## config.mk

```make
export PLATFORM = sky130hd
export DESIGN_NAME = mips_muldiv_ctrl_flat
export DESIGN_NICKNAME = d
export VERILOG_FILES = /design/src/rtl/mips_muldiv_ctrl_if.sv /design/src/rtl/mips_muldiv_ctrl.sv /design/src/flat_wrapper.sv
export SDC_FILE = /design/constraint.sdc
export NUM_CORES = 1
export LEC_CHECK = 0
export ABC_AREA = 0
export CAP_MARGIN = 20
export CORE_MARGIN = 4
export CORE_UTILIZATION = 30
export DETAILED_ROUTE_END_ITERATION = 12
export HOLD_SLACK_MARGIN = 0.08
export SYNTH_ARGS = -nofsm -noshare
export SYNTH_HDL_FRONTEND = slang
export SYNTH_SLANG_ARGS = --single-unit
```

## constraint.sdc

```tcl
create_clock -name clk -period 4.4 [get_ports clk]
set_clock_uncertainty 0.15 [all_clocks]
set_input_delay 0.88 -clock clk [delete_from_list [all_inputs] [get_ports clk]]
set_output_delay 0.88 -clock clk [all_outputs]
set_load 0.02 [all_outputs]
```

## src/rtl/mips_muldiv_ctrl_if.sv

```systemverilog
// Request/result bundle between the decode/execute stage and the multiply/divide sequencer.
// master = pipeline side, slave = mips_muldiv_ctrl.
interface mips_muldiv_ctrl_if #(
  parameter int WIDTH = 32
);
  logic             op_valid;
  logic [2:0]       op_code;
  logic [WIDTH-1:0] op_a;
  logic [WIDTH-1:0] op_b;
  logic             op_ready;
  logic             flush;
  logic             hilo_rd;
  logic             stall;
  logic             busy;
  logic             done;
  logic [WIDTH-1:0] hi;
  logic [WIDTH-1:0] lo;

  modport master (
    output op_valid, op_code, op_a, op_b, flush, hilo_rd,
    input  op_ready, stall, busy, done, hi, lo
  );

  modport slave (
    input  op_valid, op_code, op_a, op_b, flush, hilo_rd,
    output op_ready, stall, busy, done, hi, lo
  );
endinterface

```

## src/rtl/mips_muldiv_ctrl.sv

```systemverilog
// Iterative MULT/MULTU/DIV/DIVU sequencer owning HI/LO (33-cycle ops, single-cycle MTHI/MTLO).
// Define MULDIV_SIGNED_EN for signed MULT/DIV; otherwise they behave as MULTU/DIVU.
module mips_muldiv_ctrl #(
  parameter int WIDTH = 32,
  parameter int CNT_W = 6
) (
  input  logic                 clk,
  input  logic                 rst_n,
  mips_muldiv_ctrl_if.slave    bus
);

  typedef enum logic [1:0] {
    IDLE = 2'd0,
    MUL  = 2'd1,
    DIV  = 2'd2,
    FIX  = 2'd3
  } state_t;

  localparam logic [2:0] OP_MULTU = 3'b000;
  localparam logic [2:0] OP_MULT  = 3'b001;
  localparam logic [2:0] OP_DIVU  = 3'b010;
  localparam logic [2:0] OP_DIV   = 3'b011;
  localparam logic [2:0] OP_MTHI  = 3'b100;
  localparam logic [2:0] OP_MTLO  = 3'b101;

  state_t               state, state_next;
  logic [CNT_W-1:0]     cnt;
  logic [2*WIDTH-1:0]   acc;
  logic [WIDTH-1:0]     b_reg;
  logic [WIDTH-1:0]     hi_q, lo_q;
  logic                 done_q;
  logic                 busy;
  logic                 accept;
  logic                 is_mul, is_div;
  logic                 last_iter;
  logic [WIDTH-1:0]     mag_a, mag_b;
  logic [WIDTH:0]       mul_sum;
  logic [WIDTH:0]       div_shift;
  logic [WIDTH:0]       div_diff;
  logic                 div_ge;
  logic [2*WIDTH-1:0]   mul_step, div_step;
  logic [WIDTH-1:0]     fix_hi, fix_lo;

  assign busy      = (state != IDLE);
  assign accept    = bus.op_valid && !busy && !bus.flush;
  assign is_mul    = (bus.op_code == OP_MULTU) || (bus.op_code == OP_MULT);
  assign is_div    = (bus.op_code == OP_DIVU)  || (bus.op_code == OP_DIV);
  assign last_iter = (cnt == CNT_W'(WIDTH - 1));

`ifdef MULDIV_SIGNED_EN
  logic a_neg, b_neg;
  logic neg_p, neg_q, neg_r;

  assign a_neg = bus.op_code[0] && bus.op_a[WIDTH-1];
  assign b_neg = bus.op_code[0] && bus.op_b[WIDTH-1];
  assign mag_a = a_neg ? -bus.op_a : bus.op_a;
  assign mag_b = b_neg ? -bus.op_b : bus.op_b;

  // Sign corrections are decided at accept time; the quotient of a divide by zero stays all-ones.
  always_ff @(posedge clk or negedge rst_n) begin
    if (!rst_n) begin
      neg_p <= 1'b0;
      neg_q <= 1'b0;
      neg_r <= 1'b0;
    end else if (state == IDLE && accept) begin
      neg_p <= is_mul && (a_neg ^ b_neg);
      neg_q <= is_div && (a_neg ^ b_neg) && (bus.op_b != '0);
      neg_r <= is_div && a_neg;
    end
  end
`else
  assign mag_a = bus.op_a;
  assign mag_b = bus.op_b;
`endif

  // Multiply keeps {partial product, remaining multiplier}; divide keeps {remainder, dividend/quotient}.
  always_comb begin
    mul_sum   = {1'b0, acc[2*WIDTH-1:WIDTH]} + {1'b0, b_reg};
    mul_step  = acc[0] ? {mul_sum, acc[WIDTH-1:1]} : {1'b0, acc[2*WIDTH-1:1]};
    div_shift = {acc[2*WIDTH-1:WIDTH], acc[WIDTH-1]};
    div_diff  = div_shift - {1'b0, b_reg};
    div_ge    = (div_shift >= {1'b0, b_reg});
    div_step  = div_ge ? {div_diff[WIDTH-1:0], acc[WIDTH-2:0], 1'b1}
                       : {div_shift[WIDTH-1:0], acc[WIDTH-2:0], 1'b0};
  end

  always_comb begin
    fix_hi = acc[2*WIDTH-1:WIDTH];
    fix_lo = acc[WIDTH-1:0];
`ifdef MULDIV_SIGNED_EN
    if (neg_p) {fix_hi, fix_lo} = -acc;
    if (neg_q) fix_lo = -acc[WIDTH-1:0];
    if (neg_r) fix_hi = -acc[2*WIDTH-1:WIDTH];
`endif
  end

  always_ff @(posedge clk or negedge rst_n) begin
    if (!rst_n) state <= IDLE;
    else        state <= state_next;
  end

  always_comb begin
    state_next = state;
    case (state)
      IDLE: begin
        if (accept && is_mul)      state_next = MUL;
        else if (accept && is_div) state_next = DIV;
      end
      MUL, DIV: begin
        if (bus.flush)      state_next = IDLE;
        else if (last_iter) state_next = FIX;
      end
      FIX:     state_next = IDLE;
      default: state_next = IDLE;
    endcase
  end

  always_ff @(posedge clk or negedge rst_n) begin
    if (!rst_n) begin
      hi_q   <= '0;
      lo_q   <= '0;
      acc    <= '0;
      b_reg  <= '0;
      cnt    <= '0;
      done_q <= 1'b0;
    end else begin
      done_q <= 1'b0;
      case (state)
        IDLE: begin
          if (accept) begin
            cnt <= '0;
            if (bus.op_code == OP_MTHI) hi_q <= bus.op_a;
            if (bus.op_code == OP_MTLO) lo_q <= bus.op_a;
            if (is_mul) begin
              acc   <= {{WIDTH{1'b0}}, mag_b};
              b_reg <= mag_a;
            end
            if (is_div) begin
              acc   <= {{WIDTH{1'b0}}, mag_a};
              b_reg <= mag_b;
            end
          end
        end
        MUL: begin
          acc <= mul_step;
          cnt <= cnt + CNT_W'(1);
        end
        DIV: begin
          acc <= div_step;
          cnt <= cnt + CNT_W'(1);
        end
        FIX: begin
          if (!bus.flush) begin
            hi_q   <= fix_hi;
            lo_q   <= fix_lo;
            done_q <= 1'b1;
          end
        end
        default: ;
      endcase
    end
  end

  assign bus.op_ready = !busy;
  assign bus.busy     = busy;
  assign bus.stall    = busy && bus.hilo_rd;
  assign bus.done     = done_q;
  assign bus.hi       = hi_q;
  assign bus.lo       = lo_q;

endmodule

```

## src/flat_wrapper.sv

```systemverilog
// flat-port wrapper written by rule: the top's interface ports become plain ports
module mips_muldiv_ctrl_flat 
#(
  parameter int WIDTH = 32,
  parameter int CNT_W = 6
)
  (clk, rst_n, bus_op_valid, bus_op_code, bus_op_a, bus_op_b, bus_flush, bus_hilo_rd, bus_op_ready, bus_stall, bus_busy, bus_done, bus_hi, bus_lo);
  mips_muldiv_ctrl_if #(.WIDTH(WIDTH)) bus_i ();
  input  logic clk;
  input  logic rst_n;
  input wire logic [$bits(bus_i.op_valid)-1:0] bus_op_valid;
  input wire logic [$bits(bus_i.op_code)-1:0] bus_op_code;
  input wire logic [$bits(bus_i.op_a)-1:0] bus_op_a;
  input wire logic [$bits(bus_i.op_b)-1:0] bus_op_b;
  input wire logic [$bits(bus_i.flush)-1:0] bus_flush;
  input wire logic [$bits(bus_i.hilo_rd)-1:0] bus_hilo_rd;
  output wire logic [$bits(bus_i.op_ready)-1:0] bus_op_ready;
  output wire logic [$bits(bus_i.stall)-1:0] bus_stall;
  output wire logic [$bits(bus_i.busy)-1:0] bus_busy;
  output wire logic [$bits(bus_i.done)-1:0] bus_done;
  output wire logic [$bits(bus_i.hi)-1:0] bus_hi;
  output wire logic [$bits(bus_i.lo)-1:0] bus_lo;
  assign bus_i.op_valid = bus_op_valid;
  assign bus_i.op_code = bus_op_code;
  assign bus_i.op_a = bus_op_a;
  assign bus_i.op_b = bus_op_b;
  assign bus_i.flush = bus_flush;
  assign bus_i.hilo_rd = bus_hilo_rd;
  assign bus_op_ready = bus_i.op_ready;
  assign bus_stall = bus_i.stall;
  assign bus_busy = bus_i.busy;
  assign bus_done = bus_i.done;
  assign bus_hi = bus_i.hi;
  assign bus_lo = bus_i.lo;
  mips_muldiv_ctrl #(.WIDTH(WIDTH), .CNT_W(CNT_W)) u_core (.clk(clk), .rst_n(rst_n), .bus(bus_i));
endmodule
```

==> results.md <==
Yosys
- share of Yosys cell area claimed by the top area cell type: 34.8%
- main area contributors after synthesis: dfrtp_1, a21oi_1, ha_1
- synthesized area per cell: 8.37 um^2
- register bit total from synthesis: 169
- async set-reset flop share out of synthesis: 100%
- Netlist cell types: 68
- number of flops mapped to enable cells by yosys: 0
- Post-Syn Instances: 1454
- count leader, synth: a21oi_1
- number of warnings printed during yosys synthesis: 0
- leading cell types by count after synthesis: a21oi_1, dfrtp_1, nor2_1
- sequential share of the synthesized area: 34.8%
- commonest register cell after synthesis: dfrtp_1
- leading area contributor after synthesis: dfrtp_1
- Mapped Area: 0.0122 mm^2
- Post-Synthesis Net Count: 1597

Clocking
- count of cells resized by post-cts repair: 0
- Inserted Clock Buffers: 17
- Post-CTS Setup Inserts: 0
- CTS clock-pin slew for the worst setup and hold paths: 0.07 ns
- count of H-tree levels built during CTS: 4
- clock root buffer: clkbuf_16
- clock latency on the worst-skew pair: 0.44 ns
- TritonCTS sink count: 169
- Max Buffers Root-to-Sink: 2
- TritonCTS clock tree: built
- number of hold-repair buffers added at the cts stage: 0

STA
- setup TNS after final layout: 0 ns
- minimum clock period: 3.76 ns
- Final period util: 85.5%
- worst-margin pin slew: 0.805 ns
- number of max-slew violations in the final report: 0
- achievable frequency: 266 MHz
- number of endpoints with negative hold slack in the final report: 0
- unrepaired setup endpoints after global routing: no
- normalized max-slew margin: 46.4%
- final-report setup violation count: 0

Layout
- multi-input gate area in the final layout: 0.00746 mm^2
- register area: 0.00423 mm^2
- largest register by flop count: u_core.acc
- fraction of final layout cells sized beyond drive strength 1: 8.07%
- Antenna Diode Count: 0
- max FFs per register: 64
- Layout Area Growth over Synthesis: 21.0%
- layout filler cell count: 4028
- non-filler cells, final: 2086
- number of nets at the end of the flow: 1692

Drt
- detailed-router iteration count before antenna repair: 5
- Vias/cell: 5.47
- number of DRC markers in iteration 0: 879
- DRC viols: 0
- routed vias: 11400
- antenna violation net count after detailed routing: 0
- final routed wire length divided by cell count: 19.3 um
- WL final: 40200 um

Floorplanning
- starting density of the core: 30.5%
- number of standard-cell rows in the floorplan: 73
- I/O pin count: 140
- overall die width: 209 um
- Die Area: 0.0438 mm^2
- area of the core: 0.0399 mm^2
- die height: 209 um

Global route
- first-pass GRT wire length: 64000 um
- antenna violations before repair: 0
- via count of the first global-routing pass: 11300
- overall fraction of global-route tracks in use: 17.9%
- largest net degree at the start of global routing: 83
- aggregate global routing overflow: 0

Critical path
- category of cells accounting for the largest share of critical-path delay: compound AO/OA/AOI/OAI gates
- critical path, cell by cell: ha_1, inv_1, fa_1, nor2b_1, o31a_1, o41a_1, a221o_1, o211ai_2, a211oi_1, o21ai_0, o32a_1, nand3_1
- Data arrival, critical path: 3.99 ns
- worst flop-to-flop path endpoint: u_core.acc[61]
- Worst path slowest cell: a211oi_1
- crit path launch type: flip-flop
- launch point of the critical path: u_core.acc[32]
- Max Fanout on Critical Path: 7
- Critical Path Sink Type: flip-flop
- capture point of the critical path: u_core.acc[61]
- required time at the endpoint of the critical path: 4.62 ns
- delay of the slowest cell on the worst path: 0.67 ns
- Crit path buffers/inverters: 1
- reg2reg start: u_core.acc[32]
- stages on the worst setup path: 12
- internal reg-to-reg setup slack: 0.64 ns
- path depth of the worst reg2reg path: 12
- startpoint-to-endpoint class of the critical path: reg2reg

Power and ir drop
- Peak VDD IR: 0.399 mV
- power per cell area: 859 mW/mm^2
- static leakage: 0.00636 uW

Run status
- run status: complete, no violations

Place
- Detail Placement HPWL: 29800 um
- post-placement cell count: 2055
- global placer's final weighted congestion: 0.920
- Port Buffers: 139

Flow run
- count of maximum capacitance violations: 0

Min path
- path class of the lowest-slack min-delay path: in2async

per-stage QoR:
| stage | power (uW) | setup slack [ns] | util (%) | instance area [um^2] | hold WS [ns] |
|---|---|---|---|---|---|
| finish | 12700 | 0.637 | 36.9 | 14700 | 0.347 |
| global route | 13700 | 0.517 | 36.9 | 14700 | 0.411 |
| CTS | 12600 | 0.741 | 36.9 | 14700 | 0.382 |
| detailed placement | 11100 | 0.750 | 35.5 | 14200 | 0.367 |
| global placement | 11000 | 0.789 | 35.5 | 14200 | 0.354 |
| floorplan | 8500 | 1.25 | - | 12200 | 0.335 |
power by group:
group | internal [uW] | switching [uW] | leakage [uW]
clock | 758 | 682 | 0.000252
sequential | 2320 | 795 | 0.00202
combinational | 3240 | 4860 | 0.00408
kinds of logic after synthesis:
family	count (synthesis)	share of synthesized area, %
compound gates	544	27.0
xor+xnor	53	3.82
fa+ha+maj	71	7.43
buf+inv	141	4.42
flops	169	34.8
mux	95	8.33
simple gates	381	14.3
layout make-up:
class	count	area share, %
Tap cell	525	4.46
Sequential cell	169	28.7
Timing Repair Buffer	168	11.2
Clock inverter	11	0.612
Inverter	49	1.25
Clock buffer	20	3.10
Multi-Input combinational cell	1144	50.7
layout by cell type, fill, tap and decap left out, types with 11 or more instances in the layout:
master	count
xor2_1	26
o21ai_0	124
ha_1	65
nor2_1	143
xnor2_1	27
buf_4	26
nand3_1	20
a22oi_1	41
clkbuf_16	17
a21o_1	28
inv_1	49
mux2i_1	45
nand4_1	11
mux2_2	49
a21oi_1	229
dfrtp_1	169
nand2_1	109
a31oi_1	15
a221oi_1	11
nor2b_1	48
clkdlybuf4s50_1	138
layer usage:
| layer | wire length (um) | vias to the layer above | global-route usage [%] |
|---|---|---|---|
| met5 | 0 | - | 0 |
| met4 | 1160 | 0 | 6.01 |
| met3 | 2130 | 70 | 2.97 |
| met2 | 18200 | 367 | 28.1 |
| met1 | 18700 | 5514 | 25.0 |
| li1 | - | 5467 | - |
worst min-delay path by stage:
stage / from / end / cells after the start
after floorplan: u_core.cnt[0] / u_core.cnt[0] / 1
after global placement: u_core.cnt[1] / u_core.cnt[1] / 1
after detailed placement: u_core.bus.hi[10] / u_core.bus.hi[10] / 2
after CTS: u_core.bus.hi[10] / u_core.bus.hi[10] / 2
after global routing: rst_n / u_core.bus.lo[26] / 1
final: rst_n / u_core.cnt[2] / 1
(Power assumes the default switching activity.)
